File: src/rtl/leaf_pkt_pkg.sv
// Shared definitions for the leaf interface ingress path.
// Holds the BFT flit layout (field positions), the credit FSM state type and
// a helper that assembles a credit packet from its fields.
package leaf_pkt_pkg;

    localparam int PKT_W       = 49;
    localparam int PAYLOAD_W   = 32;

    localparam int VALID_BIT   = 48;
    localparam int DEST_MSB    = 47;
    localparam int DEST_LSB    = 43;
    localparam int PORT_MSB    = 42;
    localparam int PORT_LSB    = 39;
    // Meta on ingress flits, credit count on credit packets.
    localparam int META_MSB    = 38;
    localparam int META_LSB    = 32;
    localparam int PAYLOAD_MSB = 31;
    localparam int PAYLOAD_LSB = 0;

    typedef enum logic {IDLE, SEND} credit_state_t;

    function automatic logic [PKT_W-1:0] build_credit_pkt(
        input logic [4:0] dest,
        input logic [3:0] port,
        input logic [6:0] count
    );
        logic [PKT_W-1:0] pkt;
        pkt                     = '0;
        pkt[VALID_BIT]          = 1'b1;
        pkt[DEST_MSB:DEST_LSB]  = dest;
        pkt[PORT_MSB:PORT_LSB]  = port;
        pkt[META_MSB:META_LSB]  = count;
        return pkt;
    endfunction

endpackage

File: src/rtl/leaf_rx_fifo.sv
// Synchronous show-ahead FIFO: rd_data always presents the head entry while
// empty is low. A push while full and a pop while empty are ignored.
// Ports: clk/rst, push/wr_data, pop, rd_data, full, empty.
module leaf_rx_fifo #(
    parameter int DEPTH = 16,
    parameter int W     = 32
) (
    input  logic         clk,
    input  logic         rst,
    input  logic         push,
    input  logic [W-1:0] wr_data,
    input  logic         pop,
    output logic [W-1:0] rd_data,
    output logic         full,
    output logic         empty
);
    localparam int AW = $clog2(DEPTH);

    logic [W-1:0] mem [DEPTH];
    // Extra MSB on each pointer distinguishes full from empty.
    logic [AW:0]  wr_ptr, rd_ptr;

    assign empty   = (wr_ptr == rd_ptr);
    assign full    = (wr_ptr == {~rd_ptr[AW], rd_ptr[AW-1:0]});
    assign rd_data = mem[rd_ptr[AW-1:0]];

    always_ff @(posedge clk or posedge rst) begin
        if (rst) begin
            wr_ptr <= '0;
            rd_ptr <= '0;
        end else begin
            if (push && !full)  wr_ptr <= wr_ptr + 1'b1;
            if (pop  && !empty) rd_ptr <= rd_ptr + 1'b1;
        end
    end

    always_ff @(posedge clk) begin
        if (push && !full) mem[wr_ptr[AW-1:0]] <= wr_data;
    end

endmodule

File: src/rtl/leaf_bft_rx_demux.sv
// Leaf interface ingress: registers BFT flits, keeps those addressed to this
// leaf, steers each payload by port id into a per-port show-ahead FIFO that
// feeds a valid/ready stream, and returns credits to the BFT.
// Ports: clk_400/reset_400; ap_start (sticky start), resend (flush credits);
// din_leaf_bft2interface (flit in); dout_leaf_interface2bft (credit out);
// dout_valid/dout_data/dout_ready (per-port streams); drop_count.
module leaf_bft_rx_demux
    import leaf_pkt_pkg::*;
#(
    parameter logic [4:0] LEAF_ADDR        = 5'd2,
    parameter int         NUM_PORTS        = 4,
    parameter int         FIFO_DEPTH       = 16,
    parameter int         CREDIT_BATCH     = 4,
    parameter logic [4:0] CREDIT_DEST_LEAF = 5'd0
) (
    input  logic                           clk_400,
    input  logic                           reset_400,
    input  logic                           ap_start,
    input  logic                           resend,
    input  logic [PKT_W-1:0]               din_leaf_bft2interface,
    output logic [PKT_W-1:0]               dout_leaf_interface2bft,
    output logic [NUM_PORTS-1:0]           dout_valid,
    output logic [NUM_PORTS*PAYLOAD_W-1:0] dout_data,
    input  logic [NUM_PORTS-1:0]           dout_ready,
    output logic [15:0]                    drop_count
);
    logic [PKT_W-1:0]     din_q;
    logic                 started;
    logic [NUM_PORTS-1:0] port_hit, push, pop, full, empty;
    logic [NUM_PORTS-1:0][PAYLOAD_W-1:0] rdata;
    logic                 accept, drop;

    wire       flit_vld  = din_q[VALID_BIT];
    wire [4:0] flit_dest = din_q[DEST_MSB:DEST_LSB];
    wire [3:0] flit_port = din_q[PORT_MSB:PORT_LSB];

    // Full is sampled before this cycle's pop, so a full FIFO drops the flit.
    always_comb begin
        for (int p = 0; p < NUM_PORTS; p++) port_hit[p] = (flit_port == 4'(p));
        accept = flit_vld && (flit_dest == LEAF_ADDR) && (int'(flit_port) < NUM_PORTS)
                 && !(|(port_hit & full));
        drop   = flit_vld && !accept;
        push   = accept ? port_hit : '0;
    end

    assign dout_valid = {NUM_PORTS{started}} & ~empty;
    assign pop        = dout_valid & dout_ready;

    for (genvar g = 0; g < NUM_PORTS; g++) begin : g_port
        leaf_rx_fifo #(.DEPTH(FIFO_DEPTH), .W(PAYLOAD_W)) u_fifo (
            .clk     (clk_400),
            .rst     (reset_400),
            .push    (push[g]),
            .wr_data (din_q[PAYLOAD_MSB:PAYLOAD_LSB]),
            .pop     (pop[g]),
            .rd_data (rdata[g]),
            .full    (full[g]),
            .empty   (empty[g])
        );
        assign dout_data[g*PAYLOAD_W +: PAYLOAD_W] = dout_valid[g] ? rdata[g] : '0;
    end

    always_ff @(posedge clk_400 or posedge reset_400) begin
        if (reset_400) begin
            din_q      <= '0;
            started    <= 1'b0;
            drop_count <= '0;
        end else begin
            din_q <= din_leaf_bft2interface;
            if (ap_start) started <= 1'b1;
            if (drop && drop_count != 16'hFFFF) drop_count <= drop_count + 16'd1;
        end
    end

    // ---------------- credit return ----------------
    credit_state_t state, state_nxt;
    logic [3:0]    sel, sel_nxt, rr_ptr;
    logic [6:0]    snap, snap_nxt;
    logic [6:0]    pending     [NUM_PORTS];
    logic [6:0]    pending_nxt [NUM_PORTS];
    logic          flush, all_zero;

    always_comb begin
        logic found;
        int   idx;
        found     = 1'b0;
        idx       = 0;
        state_nxt = state;
        sel_nxt   = sel;
        snap_nxt  = snap;
        all_zero  = 1'b1;
        dout_leaf_interface2bft = '0;
        for (int p = 0; p < NUM_PORTS; p++) all_zero &= (pending[p] == 7'd0);
        case (state)
            IDLE: begin
                for (int i = 0; i < NUM_PORTS; i++) begin
                    idx = (int'(rr_ptr) + i) % NUM_PORTS;
                    if (!found && (int'(pending[idx]) >= CREDIT_BATCH ||
                                   (flush && pending[idx] != 7'd0))) begin
                        found    = 1'b1;
                        sel_nxt  = 4'(idx);
                        snap_nxt = pending[idx];
                    end
                end
                if (found) state_nxt = SEND;
            end
            SEND: begin
                dout_leaf_interface2bft = build_credit_pkt(CREDIT_DEST_LEAF, sel, snap);
                state_nxt = IDLE;
            end
            default: state_nxt = IDLE;
        endcase
    end

    // Pops landing during SEND stay pending; only the snapshot is retired.
    always_comb begin
        for (int p = 0; p < NUM_PORTS; p++) begin
            logic [7:0] nxt;
            nxt = {1'b0, pending[p]} + {7'd0, pop[p]};
            if (state == SEND && sel == 4'(p)) nxt = nxt - {1'b0, snap};
            pending_nxt[p] = (nxt > 8'd127) ? 7'd127 : nxt[6:0];
        end
    end

    always_ff @(posedge clk_400 or posedge reset_400) begin
        if (reset_400) begin
            state  <= IDLE;
            sel    <= '0;
            snap   <= '0;
            rr_ptr <= '0;
            flush  <= 1'b0;
            for (int p = 0; p < NUM_PORTS; p++) pending[p] <= '0;
        end else begin
            state <= state_nxt;
            sel   <= sel_nxt;
            snap  <= snap_nxt;
            if (state == SEND) rr_ptr <= 4'((int'(sel) + 1) % NUM_PORTS);
            if (resend)                        flush <= 1'b1;
            else if (state == IDLE && all_zero) flush <= 1'b0;
            for (int p = 0; p < NUM_PORTS; p++) pending[p] <= pending_nxt[p];
        end
    end

endmodule

File: config.mk
export PLATFORM = sky130hd
export DESIGN_NAME = leaf_bft_rx_demux
export DESIGN_NICKNAME = d
export VERILOG_FILES = /design/src/rtl/leaf_pkt_pkg.sv /design/src/rtl/leaf_rx_fifo.sv /design/src/rtl/leaf_bft_rx_demux.sv
export SDC_FILE = /design/constraint.sdc
export NUM_CORES = 2
export LEC_CHECK = 0
export CORE_ASPECT_RATIO = 1.4
export CORE_UTILIZATION = 50
export DETAILED_ROUTE_END_ITERATION = 6
export HOLD_SLACK_MARGIN = 0.1
export PLACE_DENSITY_LB_ADDON = 0.2
export SYNTH_ARGS = -nofsm -noshare
export SYNTH_HDL_FRONTEND = slang
export SYNTH_SLANG_ARGS = --single-unit
File: constraint.sdc
create_clock -name clk_400 -period 11.8 [get_ports clk_400]
set_input_delay 1.18 -clock clk_400 [delete_from_list [all_inputs] [get_ports clk_400]]
set_output_delay 1.18 -clock clk_400 [all_outputs]
set_load 0.005 [all_outputs]
Yosys cells after proc, flatten, opt, wreduce, memory -nomap -nowiden
Memory sizes are Yosys's and may differ from the RTL's.
Cells that the tools add are included.
{"block": "word_totals", "latchBits": 0, "input_bits": 57, "mem_bits_ro": 0, "n_memories": 4, "regBits": 149, "mem_bits_rw": 2048}
{"block": "classes", "n_shift": 0, "n_mul": 0, "muxes": 54, "magnitude_cmp": 13, "eq_ne": 16, "add_sub_neg": 21, "div": 0, "bitwise": 19, "reduce_logical": 59}
{"name": "g_port[0].u_fifo.mem", "words": 16, "width": 32, "rd": 1, "rd_clocked_by_memory_dff": 0, "write_ports": 1, "line_no": "leaf_rx_fifo.sv:19", "rtl": "logic [W-1:0] mem [DEPTH];"}
{"name": "g_port[1].u_fifo.mem", "words": 16, "width": 32, "rd": 1, "rd_clocked_by_memory_dff": 0, "write_ports": 1, "line_no": "leaf_rx_fifo.sv:19"}
{"name": "g_port[2].u_fifo.mem", "words": 16, "width": 32, "rd": 1, "rd_clocked_by_memory_dff": 0, "write_ports": 1, "line_no": "leaf_rx_fifo.sv:19"}
{"name": "g_port[3].u_fifo.mem", "words": 16, "width": 32, "rd": 1, "rd_clocked_by_memory_dff": 0, "write_ports": 1, "line_no": "leaf_rx_fifo.sv:19"}
{"operator": ">= comparator 32 x 3 -> 1 bit (second input constant)", "count": 4}
{"operator": "2-to-1 mux 32 bit", "count": 4}
{"operator": "2-to-1 mux 7 bit", "count": 16}
{"operator": "NOT 32 bit", "count": 3}
{"operator": "binary-select mux 7 bit (select 2 bit)", "count": 4}
{"operator": "2-to-1 mux 49 bit", "count": 1}
{"operator": "adder 5 x 1 -> 5 bit (second input constant)", "count": 8}
{"operator": "equality test 5 bit", "count": 8}
{"operator": "adder 7 x 1 -> 8 bit", "count": 4}
{"operator": "> comparator 8 x 7 -> 1 bit (second input constant)", "count": 4}
{"operator": "2-to-1 mux 8 bit", "count": 4}
{"operator": "NOT 2 -> 32 bit", "count": 1}
{"operator": "subtractor 8 x 7 -> 8 bit", "count": 4}
{"operator": ">= comparator 7 x 3 -> 1 bit (second input constant)", "count": 4}
{"operator": "logical NOT 7 bit", "count": 4}
{"operator": "nonzero test 7 bit", "count": 4}
{"operator": "logical AND 1 bit", "count": 25}
{"operator": "2-to-1 mux 4 bit", "count": 5}
{"operator": "2-to-1 mux 1 bit", "count": 19}
{"operator": "adder 16 x 1 -> 16 bit (second input constant)", "count": 1}
{"operator": "equality test 4 x 2 -> 1 bit (second input constant)", "count": 4}
{"operator": "inequality test 16 bit (second input constant)", "count": 1}
{"operator": "logical NOT 1 bit", "count": 13}
{"operator": "AND 4 bit", "count": 3}
{"operator": "17 further kinds", "count": 34}

Logic depth before layout (Yosys ltp)
{"block": "logic_depth", "depth_word": 23, "depth_mapped": 20, "ltp_nobuf": 18}

Modules after synthesis
From an unflattened synthesis, not the netlist that was laid out.
{"block": "hier_totals", "cells_unflattened": 4189, "area_unflattened_um2": 87108.5}
{"module": "leaf_rx_fifo", "cells_each": 863, "n_inst": 4, "area_each_um2": 19970.4, "seq_area_each_um2": 15625.0}
{"module": "leaf_bft_rx_demux", "cells_each": 737, "n_inst": 1, "area_each_um2": 7226.9, "seq_area_each_um2": 2502.4}

Least setup slack after synthesis
Ideal clock, no wire load.
{"block": "synth_path", "path_type": "reg2reg", "startpoint": "register g_port[1].u_fifo.rd_ptr[3]", "endpoint": "memory g_port[1].u_fifo.mem[3][0], enable pin", "stages_incl_launch_ff": 9, "arrival_time_ps": 3757, "slack_ps": 7582, "t_required_ps": 11339, "path_buffers": 1, "setup_time_ps": 461, "cell_sequence": "dfrtp_1 -> clkbuf_1 -> xnor2_1 -> nand4_1 -> nand2b_1 -> nand3_1 -> nor2_1 -> nand2_1 -> nor3_1"}
{"block": "synth_via", "elab_chain_cells": 9}
{"element": "start: declaration", "line_no": "leaf_rx_fifo.sv:21", "rtl": "logic [AW:0] wr_ptr, rd_ptr;"}
{"element": "start signal: assignment", "line_no": "leaf_rx_fifo.sv:33", "rtl": "if (pop && !empty) rd_ptr <= rd_ptr + 1'b1;"}
{"element": "equality test 5 bit *", "line_no": "leaf_rx_fifo.sv:24", "rtl": "assign full = (wr_ptr == {~rd_ptr[AW], rd_ptr[AW-1:0]});"}
{"element": "AND 4 bit", "line_no": "leaf_bft_rx_demux.sv:41", "rtl": "&& !(|(port_hit & full));"}
{"element": "OR reduction 4 bit", "line_no": "leaf_bft_rx_demux.sv:41"}
{"element": "logical NOT 1 bit", "line_no": "leaf_bft_rx_demux.sv:41"}
{"element": "logical AND 1 bit", "line_no": "leaf_bft_rx_demux.sv:41"}
{"element": "2-to-1 mux 4 bit", "line_no": "leaf_bft_rx_demux.sv:43", "rtl": "push = accept ? port_hit : '0;"}
{"element": "logical AND 1 bit *", "line_no": "leaf_rx_fifo.sv:38", "rtl": "if (push && !full) mem[wr_ptr[AW-1:0]] <= wr_data;"}
{"element": "2-to-1 mux 1 bit *", "line_no": "leaf_rx_fifo.sv:38"}
{"element": "2-to-1 mux 1 bit (not written as such) *", "line_no": "leaf_rx_fifo.sv:38"}
{"element": "end: declaration", "line_no": "leaf_rx_fifo.sv:19"}
Mark *: on every way between the ends. The rest lies on a longest branch, timed or not.

Worst setup path in the final report
{"block": "layout_path", "startpoint": "register g_port[2].u_fifo.rd_ptr[0]", "endpoint": "output dout_data[93]"}
{"block": "layout_via", "elab_chain_cells": 4}
{"element": "start: declaration", "line_no": "leaf_rx_fifo.sv:21"}
{"element": "start signal: assignment", "line_no": "leaf_rx_fifo.sv:33"}
{"element": "parallel branches: the longest is 3 deep, another holds memory read (16 x 32 bit)"}
{"element": "2-to-1 mux 32 bit *", "line_no": "leaf_bft_rx_demux.sv:60", "rtl": "assign dout_data[g*PAYLOAD_W +: PAYLOAD_W] = dout_valid[g] ? rdata[g] : '0;"}
{"element": "end: declaration", "line_no": "leaf_bft_rx_demux.sv:23", "rtl": "output logic [NUM_PORTS*PAYLOAD_W-1:0] dout_data,"}
Mark *: on every way between the ends.

==> summary.txt <==
Synthesis
  – Cell taking the most area after synthesis: edfxtp_1
  – Dominant synthesized flop cell: edfxtp_1
  – Synthesis Warnings: 0
  – Post-synth EDFFs: roughly 2000
  – Synth area leaders: edfxtp_1 71%, mux4_2 17%, dfrtp_1 4.1%
  – Mean area per synthesized cell: 22.4 um^2
  – Syn Inst Count: just under 4000
  – #FFs+latches synth: approximately 2200
  – Yosys top cell area share: about 70%
  – Mapped cell area: 86400 um^2
  – Post-synth cell types: 65
  – FFs w/ async S/R, synth: under 10%
  – Seq/Total Area, Yosys: about three quarters

Clocking
  – CTS Sinks: 2188
  – H-tree Lvls: 4
  – CTS tree: yes
  – Clock latency on the worst-skew pair: 0.83 ns
  – Hold Buf Count CTS: 0
  – Post-CTS setup buffer count: 0
  – CTS Buffer Depth: 3
  – Clk root buf: clkbuf_16
  – Clock slew at reported path FFs: ~0.060 ns
  – PostCTS Resize Cnt: 0
  – CTS Buf Count: between 150 and 200

Timing
  – Clock Skew: about 0.033 ns
  – Setup violators final: 0
  – Endpoints failing hold: 0
  – Final slew viol count: 0
  – Fraction of the cycle the final worst path needs: a little under three fifths
  – Maximum clock rate: 153 MHz
  – Final min period: ~6.5 ns
  – Setup TNS Final: 0 ns
  – Relative slew slack: between 10 and 15%
  – WHS: 0.482 ns
  – Slew @ Worst Pin: between 1 and 1.5 ns
  – RSZ-0062 raised after global routing: false

Placed design
  – Number of I/O port buffers: about 210
  – Final Wtd Congestion: just over 0.8
  – Dpl cells: approximately 6300
  – Detailed placement HPWL: ~100000 um

Worst setup path
  – Critical-path top delay cell: dfrtp_4
  – Top cell family by delay on the critical path: buffers and inverters
  – Data required time at the worst endpoint: ~11 ns
  – CP Capture Type: output port
  – Crit path largest cell delay: between 1 and 1.5 ns
  – WS Path Type: flop to output port
  – WP data arrival: between 5 and 6 ns
  – CP Cell Sequence: buf_4 -> buf_4 -> mux4_2 -> mux4_2 -> nor2b_1 -> clkdlybuf4s50_1
  – CP Launch Type: flop
  – Buf/Inv on CP: 3
  – Crit Path Max Fanout: between 40 and 50

Route
  – Wirelength, routed: ~200000 um
  – Wire length per cell: 29.7 um
  – First-pass DRT Iterations: 5
  – Iteration-0 DRC Markers: 3961
  – Antenna-violating nets left: 0
  – DRC errors left: 0
  – Routed vias: around 40000
  – Drt via density: about 6.1

Global route
  – Grt ovf: 0
  – GR Util met2: about two fifths
  – Met1 Use GR: between 30% and 40%
  – First-pass GRT wire length: ~290000 um
  – Vias in the first global route: between 40000 and 50000
  – Routing usage on met3: under 10%
  – Initial antenna violation count: 14
  – Largest net degree at the start of global routing: 115
  – Busiest grt layer: met2
  – Total track usage: around 23%

Floorplanning
  – Starting Density: 50.4%
  – Die footprint: approximately 170000 um^2
  – Die W: ~350 um
  – Placeable core area: around 170000 um^2
  – Die height: approximately 500 um
  – Number of top-level pins: ~250
  – Standard-cell rows: between 150 and 200

Hold path
  – Hold Crit Class: flop to flop

Run status
  – Run status: finished clean

Pwr
  – Tot Pwr: 22.2 mW
  – Lkg Pwr: a little over 30 nW
  – Pwr dens: between 200 and 250 nW/um^2
  – VDD IR max: approximately 0.00018 V

Cells and area
  – Multi-input logic area: between 20000 and 25000 um^2
  – Proportion of layout cells with a drive suffix above 1: between 20% and 30%
  – Area Overhead vs Synth: 13.2%
  – Fillers: around 13000
  – Count of non-filler cells in the finished layout: roughly 6600
  – Nets: 4309
  – Register area: around 65000 um^2

Flow run
  – Max-Cap Viols: 0
## layout by cell type, fill, tap and decap left out, drive strengths merged, types with 60 or more instances in the layout
master,n
edfxtp,2048
mux4,668
clkbuf,260
clkdlybuf4s50,207
dfrtp,140
nor2b,134
buf,113
nand2,81
clkinv,80
xnor2,61
ha,61
nor2,60
## sequential cells by signal, indices dropped and copies added (netlist names)
name	flops
sel	2
state	1
flush	1
started	1
g_port.u_fifo.mem	2048
snap	7
pending	28
drop_count	16
g_port.u_fifo.rd_ptr	20
din_q	42
rr_ptr	2
g_port.u_fifo.wr_ptr	20
## power breakdown
part	switching (mW)	total [mW]	leakage, nW	internal [mW]
registers	0.463	9.09	20.0	8.62
logic	3.09	6.97	8.11	3.87
clock network	2.78	6.17	2.98	3.39
total	6.33	22.2	31.1	15.9
## worst register-to-register path, delay by kind of cell (launching register included)
family                     cells  cell delay, ns
buffers and inverters          4            1.43
xor gates and xnor gates       1            0.16
adders and majority gates      3            0.99
and+or+nand+nor                3            0.94
DFF                            1            0.35
AOI/OAI and AO/OA              8            1.55
## synthesized netlist by cell type, types with 31 or more instances
| library cell | n |
|---|---|
| and2_1 | 39 |
| buf_1 | 55 |
| buf_4 | 44 |
| clkbuf_1 | 122 |
| dfrtp_1 | 140 |
| edfxtp_1 | 2048 |
| ha_1 | 61 |
| inv_1 | 52 |
| mux4_2 | 655 |
| nand2_1 | 79 |
| nand3_1 | 31 |
| nor2_1 | 58 |
| nor2b_1 | 134 |
| xnor2_1 | 61 |
| xor2_1 | 43 |
## metal layers
| layer | vias up | wire length, um |
|---|---|---|
| met4 | 12 | 3740 |
| li1 | 16700 | - |
| met2 | 1336 | 99900 |
| met5 | - | 84 |
| met3 | 265 | 12600 |
| met1 | 22000 | 80900 |
## kinds of logic after synthesis
logic type                 count (synthesis)  share of synthesized area, %
other                                      1                       0.00434
DFF                                     2188                          75.2
muxes                                    686                          17.7
adders and majority gates                 65                         0.976
buffers and inverters                    290                          1.54
and+or+nand+nor                          435                          2.72
AOI/OAI and AO/OA                         96                         0.791
xor gates and xnor gates                 104                          1.05
## path summary, 6_finish.rpt
| check | endpoint | depth (start not counted) | start | slack (ns) |
|---|---|---|---|---|
| worst max-delay path | dout_data[93] | 6 | g_port[2].u_fifo.rd_ptr[0] | 5.26 |
| worst min-delay path | g_port[1].u_fifo.wr_ptr[4] | 1 | g_port[1].u_fifo.wr_ptr[4] | 0.48 |
| worst max register to register | pending[10] | 19 | g_port[2].u_fifo.rd_ptr[2] | 6.21 |
| worst min register to register | g_port[1].u_fifo.wr_ptr[4] | 1 | g_port[1].u_fifo.wr_ptr[4] | 0.48 |
| max in group asynchronous | g_port[2].u_fifo.rd_ptr[0] | 3 | reset_400 | 9.41 |
| min in group asynchronous | flush | 2 | reset_400 | 0.90 |
## stage by stage
| stage | util, % | worst slack (ns) | cell area (um^2) |
|---|---|---|---|
| after floorplan | - | 6.87 | 86600 |
| after global placement | 53.4 | 5.88 | 91600 |
| after detailed placement | 53.4 | 5.90 | 91600 |
| after CTS | 57.0 | 4.99 | 97800 |
| after global routing | 57.0 | 4.80 | 97800 |
| final | 57.0 | 5.26 | 97800 |
## area by class of cell
cell class                 count  share of cell area [%]
inverter                      53                   0.209
timing repair buffer         320                    3.02
multi-input combinational   1425                    21.0
clock inverter               106                   0.844
clock buffer                 260                    5.44
tap                         2275                    2.91
antenna                       10                  0.0256
sequential                  2188                    66.5
(Power assumes the default switching activity.)
